<file path="src/rtl/morse_pkg.sv">
// Shared Morse definitions.
// Used by morse_key_receiver, morse_unit_timer and the other Morse blocks.
// Contents: the receiver state enum, the element encodings, the character
// register widths and a helper that appends one element to a code.
package morse_pkg;

  typedef enum logic [1:0] {
    IDLE      = 2'd0,
    MARK      = 2'd1,
    GAP       = 2'd2,
    WORD_WAIT = 2'd3
  } morse_rx_state_e;

  localparam logic MORSE_DOT  = 1'b0;
  localparam logic MORSE_DASH = 1'b1;

  localparam int MORSE_MAX_LEN = 5;
  localparam int MORSE_CODE_W  = 5;
  localparam int MORSE_LEN_W   = 3;

  // The newest element enters at bit 0, so the first element of the
  // character ends up at bit len-1.
  function automatic logic [MORSE_CODE_W-1:0] morse_append(
    input logic [MORSE_CODE_W-1:0] code,
    input logic                    elem
  );
    return {code[MORSE_CODE_W-2:0], elem};
  endfunction

endpackage : morse_pkg

</file>
<file path="src/rtl/morse_key_receiver_if.sv">
// Bundle for the straight-key receiver.
// Inputs to the receiver: en (receiver enable) and key_in (debounced key level).
// Outputs from the receiver: morse_code and morse_len (the character),
// char_valid, word_gap and err (one-cycle strobes), and key_active.
// master = the side that drives the key and consumes characters.
// slave  = the receiver itself.
interface morse_key_receiver_if;
  import morse_pkg::*;

  logic                    en;
  logic                    key_in;
  logic [MORSE_CODE_W-1:0] morse_code;
  logic [MORSE_LEN_W-1:0]  morse_len;
  logic                    char_valid;
  logic                    word_gap;
  logic                    err;
  logic                    key_active;

  modport master (
    output en, key_in,
    input  morse_code, morse_len, char_valid, word_gap, err, key_active
  );

  modport slave (
    input  en, key_in,
    output morse_code, morse_len, char_valid, word_gap, err, key_active
  );

endinterface : morse_key_receiver_if

</file>
<file path="src/rtl/morse_unit_timer.sv">
// Measures time in Morse units.
// The cycle counter runs 0..UNIT_CYCLES-1. The unit counter steps each time
// the cycle counter wraps and saturates at 7.
// Ports:
//   clk, rst     - clock and synchronous active-high reset
//   clr          - restart both counters from zero on the next edge
//   unit_cnt_now - units elapsed counting the current cycle, i.e. the value
//                  the unit counter takes on this edge if clr is low
module morse_unit_timer #(
  parameter int UNIT_CYCLES = 200000
) (
  input  logic       clk,
  input  logic       rst,
  input  logic       clr,
  output logic [2:0] unit_cnt_now
);

  localparam int CYC_W = (UNIT_CYCLES > 1) ? $clog2(UNIT_CYCLES) : 1;
  localparam logic [CYC_W-1:0] CYC_LAST = CYC_W'(UNIT_CYCLES - 1);

  logic [CYC_W-1:0] cyc_cnt_q, cyc_cnt_d;
  logic [2:0]       unit_cnt_q, unit_cnt_d;
  logic             wrap;

  always_comb begin
    wrap         = (cyc_cnt_q == CYC_LAST);
    unit_cnt_now = (wrap && (unit_cnt_q != 3'd7)) ? unit_cnt_q + 3'd1 : unit_cnt_q;
    cyc_cnt_d    = wrap ? '0 : cyc_cnt_q + 1'b1;
    unit_cnt_d   = unit_cnt_now;
    if (clr) begin
      cyc_cnt_d  = '0;
      unit_cnt_d = 3'd0;
    end
  end

  always_ff @(posedge clk) begin
    if (rst) begin
      cyc_cnt_q  <= '0;
      unit_cnt_q <= 3'd0;
    end else begin
      cyc_cnt_q  <= cyc_cnt_d;
      unit_cnt_q <= unit_cnt_d;
    end
  end

endmodule : morse_unit_timer

</file>
<file path="src/rtl/morse_key_receiver.sv">
// Straight-key Morse receiver.
// Times each key press and release in Morse units. Each press becomes a dot
// or a dash and is appended to a character. A strobe is raised at each
// letter gap and at each word gap.
// Ports:
//   clk, rst   - clock and synchronous active-high reset
//   bus.slave  - en, key_in in; morse_code, morse_len, char_valid,
//                word_gap, err, key_active out (all outputs registered)
module morse_key_receiver
  import morse_pkg::*;
#(
  parameter int UNIT_CYCLES      = 200000,
  parameter int DASH_UNITS       = 2,
  parameter int LETTER_GAP_UNITS = 3,
  parameter int WORD_GAP_UNITS   = 7
) (
  input  logic                 clk,
  input  logic                 rst,
  morse_key_receiver_if.slave  bus
);

  localparam logic [2:0] DASH_U   = 3'(DASH_UNITS);
  localparam logic [2:0] LETTER_U = 3'(LETTER_GAP_UNITS);
  // The timer restarts on entry to WORD_WAIT, which happens LETTER_GAP_UNITS
  // after the last release. Only the remaining part of the word gap is
  // counted there.
  localparam logic [2:0] WORD_REM_U = 3'(WORD_GAP_UNITS - LETTER_GAP_UNITS);
  localparam logic [MORSE_LEN_W-1:0] MAX_LEN = MORSE_LEN_W'(MORSE_MAX_LEN);

  logic sync1_q, key_s_q, key_active_q;

  morse_rx_state_e         state_q, state_d;
  logic [MORSE_CODE_W-1:0] code_q, code_d;
  logic [MORSE_LEN_W-1:0]  len_q, len_d;
  logic                    ovf_q, ovf_d;
  logic                    char_valid_q, char_valid_d;
  logic                    word_gap_q, word_gap_d;
  logic                    err_q, err_d;

  logic [2:0] units_now;
  logic       elem;
  logic       timer_clr;

  morse_unit_timer #(
    .UNIT_CYCLES (UNIT_CYCLES)
  ) u_timer (
    .clk          (clk),
    .rst          (rst),
    .clr          (timer_clr),
    .unit_cnt_now (units_now)
  );

  always_comb begin
    state_d      = state_q;
    code_d       = code_q;
    len_d        = len_q;
    ovf_d        = ovf_q;
    char_valid_d = 1'b0;
    word_gap_d   = 1'b0;
    err_d        = 1'b0;
    // Press length includes the cycle in which the release is seen.
    // A press of D cycles therefore yields floor(D/UNIT_CYCLES) units.
    elem         = (units_now >= DASH_U) ? MORSE_DASH : MORSE_DOT;

    if (!bus.en) begin
      state_d = IDLE;
      code_d  = '0;
      len_d   = '0;
      ovf_d   = 1'b0;
    end else begin
      unique case (state_q)
        IDLE: begin
          if (key_s_q) begin
            state_d = MARK;
            code_d  = '0;
            len_d   = '0;
            ovf_d   = 1'b0;
          end
        end
        MARK: begin
          if (!key_s_q) begin
            state_d = GAP;
            if (len_q < MAX_LEN) begin
              code_d = morse_append(code_q, elem);
              len_d  = len_q + 1'b1;
            end else begin
              ovf_d = 1'b1;
            end
          end
        end
        GAP: begin
          // A press arriving on the threshold cycle wins and extends the
          // current character.
          if (key_s_q) begin
            state_d = MARK;
          end else if (units_now >= LETTER_U) begin
            state_d = WORD_WAIT;
            if (ovf_q) begin
              err_d  = 1'b1;
              code_d = '0;
              len_d  = '0;
              ovf_d  = 1'b0;
            end else begin
              char_valid_d = 1'b1;
            end
          end
        end
        WORD_WAIT: begin
          if (key_s_q) begin
            state_d = MARK;
            code_d  = '0;
            len_d   = '0;
            ovf_d   = 1'b0;
          end else if (units_now >= WORD_REM_U) begin
            state_d    = IDLE;
            word_gap_d = 1'b1;
          end
        end
        default: state_d = IDLE;
      endcase
    end

    timer_clr = !bus.en || (state_d != state_q);
  end

  always_ff @(posedge clk) begin
    if (rst) begin
      sync1_q      <= 1'b0;
      key_s_q      <= 1'b0;
      key_active_q <= 1'b0;
      state_q      <= IDLE;
      code_q       <= '0;
      len_q        <= '0;
      ovf_q        <= 1'b0;
      char_valid_q <= 1'b0;
      word_gap_q   <= 1'b0;
      err_q        <= 1'b0;
    end else begin
      sync1_q      <= bus.key_in;
      key_s_q      <= sync1_q;
      key_active_q <= key_s_q;
      state_q      <= state_d;
      code_q       <= code_d;
      len_q        <= len_d;
      ovf_q        <= ovf_d;
      char_valid_q <= char_valid_d;
      word_gap_q   <= word_gap_d;
      err_q        <= err_d;
    end
  end

  assign bus.morse_code = code_q;
  assign bus.morse_len  = len_q;
  assign bus.char_valid = char_valid_q;
  assign bus.word_gap   = word_gap_q;
  assign bus.err        = err_q;
  assign bus.key_active = key_active_q;

endmodule : morse_key_receiver

</file>
<file path="src/flat_wrapper.sv">
// flat-port wrapper written by rule: the top's interface ports become plain ports
module morse_key_receiver_flat import morse_pkg::*;
#(
  parameter int UNIT_CYCLES      = 200000,
  parameter int DASH_UNITS       = 2,
  parameter int LETTER_GAP_UNITS = 3,
  parameter int WORD_GAP_UNITS   = 7
)
  (clk, rst, bus_en, bus_key_in, bus_morse_code, bus_morse_len, bus_char_valid, bus_word_gap, bus_err, bus_key_active);
  morse_key_receiver_if bus_i ();
  input  logic clk;
  input  logic rst;
  input wire logic [$bits(bus_i.en)-1:0] bus_en;
  input wire logic [$bits(bus_i.key_in)-1:0] bus_key_in;
  output wire logic [$bits(bus_i.morse_code)-1:0] bus_morse_code;
  output wire logic [$bits(bus_i.morse_len)-1:0] bus_morse_len;
  output wire logic [$bits(bus_i.char_valid)-1:0] bus_char_valid;
  output wire logic [$bits(bus_i.word_gap)-1:0] bus_word_gap;
  output wire logic [$bits(bus_i.err)-1:0] bus_err;
  output wire logic [$bits(bus_i.key_active)-1:0] bus_key_active;
  assign bus_i.en = bus_en;
  assign bus_i.key_in = bus_key_in;
  assign bus_morse_code = bus_i.morse_code;
  assign bus_morse_len = bus_i.morse_len;
  assign bus_char_valid = bus_i.char_valid;
  assign bus_word_gap = bus_i.word_gap;
  assign bus_err = bus_i.err;
  assign bus_key_active = bus_i.key_active;
  morse_key_receiver #(.UNIT_CYCLES(UNIT_CYCLES), .DASH_UNITS(DASH_UNITS), .LETTER_GAP_UNITS(LETTER_GAP_UNITS), .WORD_GAP_UNITS(WORD_GAP_UNITS)) u_core (.clk(clk), .rst(rst), .bus(bus_i));
endmodule
</file>
<file path="config.mk">
export PLATFORM = sky130hd
export DESIGN_NAME = morse_key_receiver_flat
export DESIGN_NICKNAME = d
export VERILOG_FILES = /design/src/rtl/morse_pkg.sv /design/src/rtl/morse_key_receiver_if.sv /design/src/rtl/morse_unit_timer.sv /design/src/rtl/morse_key_receiver.sv /design/src/flat_wrapper.sv
export SDC_FILE = /design/constraint.sdc
export NUM_CORES = 1
export LEC_CHECK = 0
export CORE_ASPECT_RATIO = 1.5
export CORE_MARGIN = 4
export CORE_UTILIZATION = 50
export DETAILED_ROUTE_END_ITERATION = 8
export DONT_BUFFER_PORTS = 1
export REMOVE_ABC_BUFFERS = 1
export SLEW_MARGIN = 40
export SYNTH_ARGS = -nofsm -noshare
export SYNTH_HDL_FRONTEND = slang
export SYNTH_SLANG_ARGS = --single-unit
export TNS_END_PERCENT = 50
</file>
<file path="constraint.sdc">
create_clock -name clk -period 7.35 [get_ports clk]
set_input_delay 1.47 -clock clk [delete_from_list [all_inputs] [get_ports clk]]
set_output_delay 1.47 -clock clk [all_outputs]
set_load 0.02 [all_outputs]
</file>
==> flow_summary.toml <==
[placement]
place_congestion = 0.7859
port_buffers = 0
hpwlAfterDp_mm = 3.247
pre_cts_slack_ns = 4.501
dpl_cell_area_um2 = 2032

[sta]
period_needed_ns = 2.849
finalCritPeriodShare_pct = 38.76
finalSetupViolCount = 0
report.final.slew_viol_count = 0
tightest_slew_ns = 0.7155
setup_ws_ns = 4.501
finalSetupTns_ns = 0
rsz0062_at_grt = "no"
hold_viol_final = 0
fmax_mhz = 351.1
relSlewSlack_pct = 52.20
finClkSkew_ns = 0.007170

[worst_setup_path]
crit_chain = "ha_1 > ha_1 > nor4b_2 > a21oi_2 > o31ai_2 > mux2i_1 > o211ai_4 > nor3b_1"
cp_slowest_stage_delay_ns = 0.49
path_buf_inv = 0
setup.worst_path.end_class = "flop"
start_kind = "flop"
crit_fanout = 21
cp.arrival_ns = 3.07
worstSetupPathType = "flop to flop"
r2r_start = "u_core.u_timer.unit_cnt_q[0]$_SDFF_PP0_"
critPathSlowestCell = "nor4b_2"
required_ns = 7.57
crit_top_cell = "ha_1"
crit_family = "compound AO/OA/AOI/OAI gates"
crit_path_start = "u_core.u_timer.unit_cnt_q[0]$_SDFF_PP0_"

[floorplanning]
die_w_um = 59.76
rows = 28
io_pins = 16
dieArea_um2 = 5118
fp.coreArea_um2 = 3924
start_util_pct = 51.21
dieHeight_um = 85.64

[finish]
final_cell_mix = "38 x dfxtp_1, 37 x nor2_1, 34 x nand2_1, 14 x a21oi_1, 10 x xor2_1"
final_common_cell = "dfxtp_1"
diodes = 0
fin_area_um2 = 2127
syn2layout_area_growth_pct = 5.853
nets = 252
drive_gt1_share_pct = 9.544
fillCellCount = 389

[cts]
root_buffer = "clkbuf_8"
cts.sinks = 38
clk_pin_slew_ns = 0.08
numCtsBuffers = 5
cts_buffer_depth = 2
ctsResizeCount = 0
clock_latency_ns = 0.29
holdBufCountCts = 0
cts_max_level = 2
post_cts_buffers = 0
tritoncts = "built"

[yosys]
synth_mux_area_share_pct = 0.9963
synth-simple-area-share_pct = 31.57
synth_fa_ha_area_share_pct = 4.981
ys_types = 50
ys.warnings.count = 0
synth.yosys.seq_area_share_pct = 37.86
synth_compound_area_share_pct = 13.39
synth-edff-count = 0
syn-instance-count = 240
synth_xor_area_share_pct = 7.410
synth_top_family_by_area = "simple AND/OR/NAND/NOR gates"
ys_ff_latch = 38
synth.cell_area_um2 = 2009
async_flop_share_pct = 0
syn_area_per_cell_um2 = 8.373
synthFlopType = "dfxtp_1"

[routing]
drc = 0
vias_per_cell = 5.766
drt_iter0_markers = 48
first_pass_iters = 4
vias = 1649
wirelength_mm = 4.281
postRouteAntennaNets = 0
wl_per_cell_um = 14.97

[status]
status = "finished, final reports clean"

[global_routing]
grt_remaining_overflow = 0
first_global_vias = 1716
grt_max_degree = 22
grt_usage_pct = 18.86
grt_pass1_wl_mm = 7.465
antenna_found_initial = 0

[flow_run]
cap_violations = 0

[pwr]
peakVddDrop_mv = 0.1714
p_per_area_nw_per_um2 = 176.1
p_leak_uw = 0.0007577

[worst_hold_path]
hp-class = "flop to flop"
min-delay-start = "u_core.sync1_q$_SDFF_PP0_"
==> through the flow <==
step                      hold slack, ns  util (%)  std cells  total power (uW)
after floorplan                   0.4138         -        233             225.7
after global placement            0.4195     51.56        278             229.0
after detailed placement          0.4466     51.79        278             230.1
after CTS                         0.4562     54.21        286             380.0
after global routing              0.4622     54.21        286             390.3
final                             0.4536     54.21        286             374.5
==> state kept, by name, summed over array words and instances, names as in the netlist <==
signal	cells
u_core.ovf_q	1
u_core.state_q	2
u_core.sync1_q	1
u_core.u_timer.cyc_cnt_q	18
u_core.key_s_q	1
u_core.u_timer.unit_cnt_q	3
u_core.bus.morse_len	3
u_core.bus.key_active	1
u_core.bus.err	1
u_core.bus.char_valid	1
u_core.bus.word_gap	1
u_core.bus.morse_code	5
==> final timing paths <==
| kind | end | cells after the start | slack (ns) |
|---|---|---|---|
| worst max register to register | u_core.u_timer.cyc_cnt_q[16]$_SDFF_PP0_ | 8 | 4.50 |
| worst min register to register | u_core.key_s_q$_SDFF_PP0_ | 1 | 0.45 |
| worst min-delay path | u_core.key_s_q$_SDFF_PP0_ | 1 | 0.45 |
| worst max-delay path | u_core.u_timer.cyc_cnt_q[16]$_SDFF_PP0_ | 8 | 4.50 |
==> Yosys cell counts (2+ instances only) <==
master    count  area [um2]
nor3_2        2       20.02
nor4_1        4       25.02
nand3_1       7       35.03
nand2b_1      3       18.77
xor2_1       10       87.58
mux2i_1       2       20.02
nor2b_1       4       25.02
xnor2_1       7       61.31
clkbuf_1      4       15.01
o21a_1        3       22.52
nand4_1       4       25.02
o31a_1        2       17.52
ha_1          8       100.1
dfxtp_1      38       760.7
buf_6         2       22.52
and3_1        6       37.54
or2_2         3       18.77
o21ai_0       5       25.02
nand2_1      34       127.6
nor3b_2       2       25.02
a21oi_1      14       70.07
inv_1         9       33.78
nor3_1        3       15.01
or2_1         2       12.51
nor2_1       37       138.9
==> cell families (layout without fill, tap and decap cells) <==
family | after synthesis | after routing
DFF | 38 | 38
and+or+nand+nor | 122 | 122
muxes | 2 | 2
buffers and inverters | 16 | 17
adders and majority gates | 8 | 8
xor gates and xnor gates | 17 | 17
AOI/OAI and AO/OA | 37 | 37
==> cell type report <==
class | instances | area (um2) | share of cell area [%]
well taps | 45 | 56.30 | 2.647
clock buffers | 6 | 82.58 | 3.882
inverters | 9 | 33.78 | 1.588
clock inverters | 2 | 12.51 | 0.5882
multi-input cells | 186 | 1181 | 55.53
flip-flops and latches | 38 | 760.7 | 35.76
==> power by group <==
part / switching [uW] / internal, uW
Sequential: 1.83 / 207
Clock: 74.0 / 75.3
Combinational: 10.8 / 5.26
Total: 86.6 / 288
==> metal layers <==
metal | track usage, % | vias to the layer above | routed length (um)
met1 | 18.06 | 784 | 1529
met2 | 36.71 | 40 | 2486
met5 | 0 | - | 0
met3 | 3.614 | 9 | 169
met4 | 7.863 | 0 | 95
li1 | - | 816 | -
No activity file was read; power rests on OpenSTA's default activity.
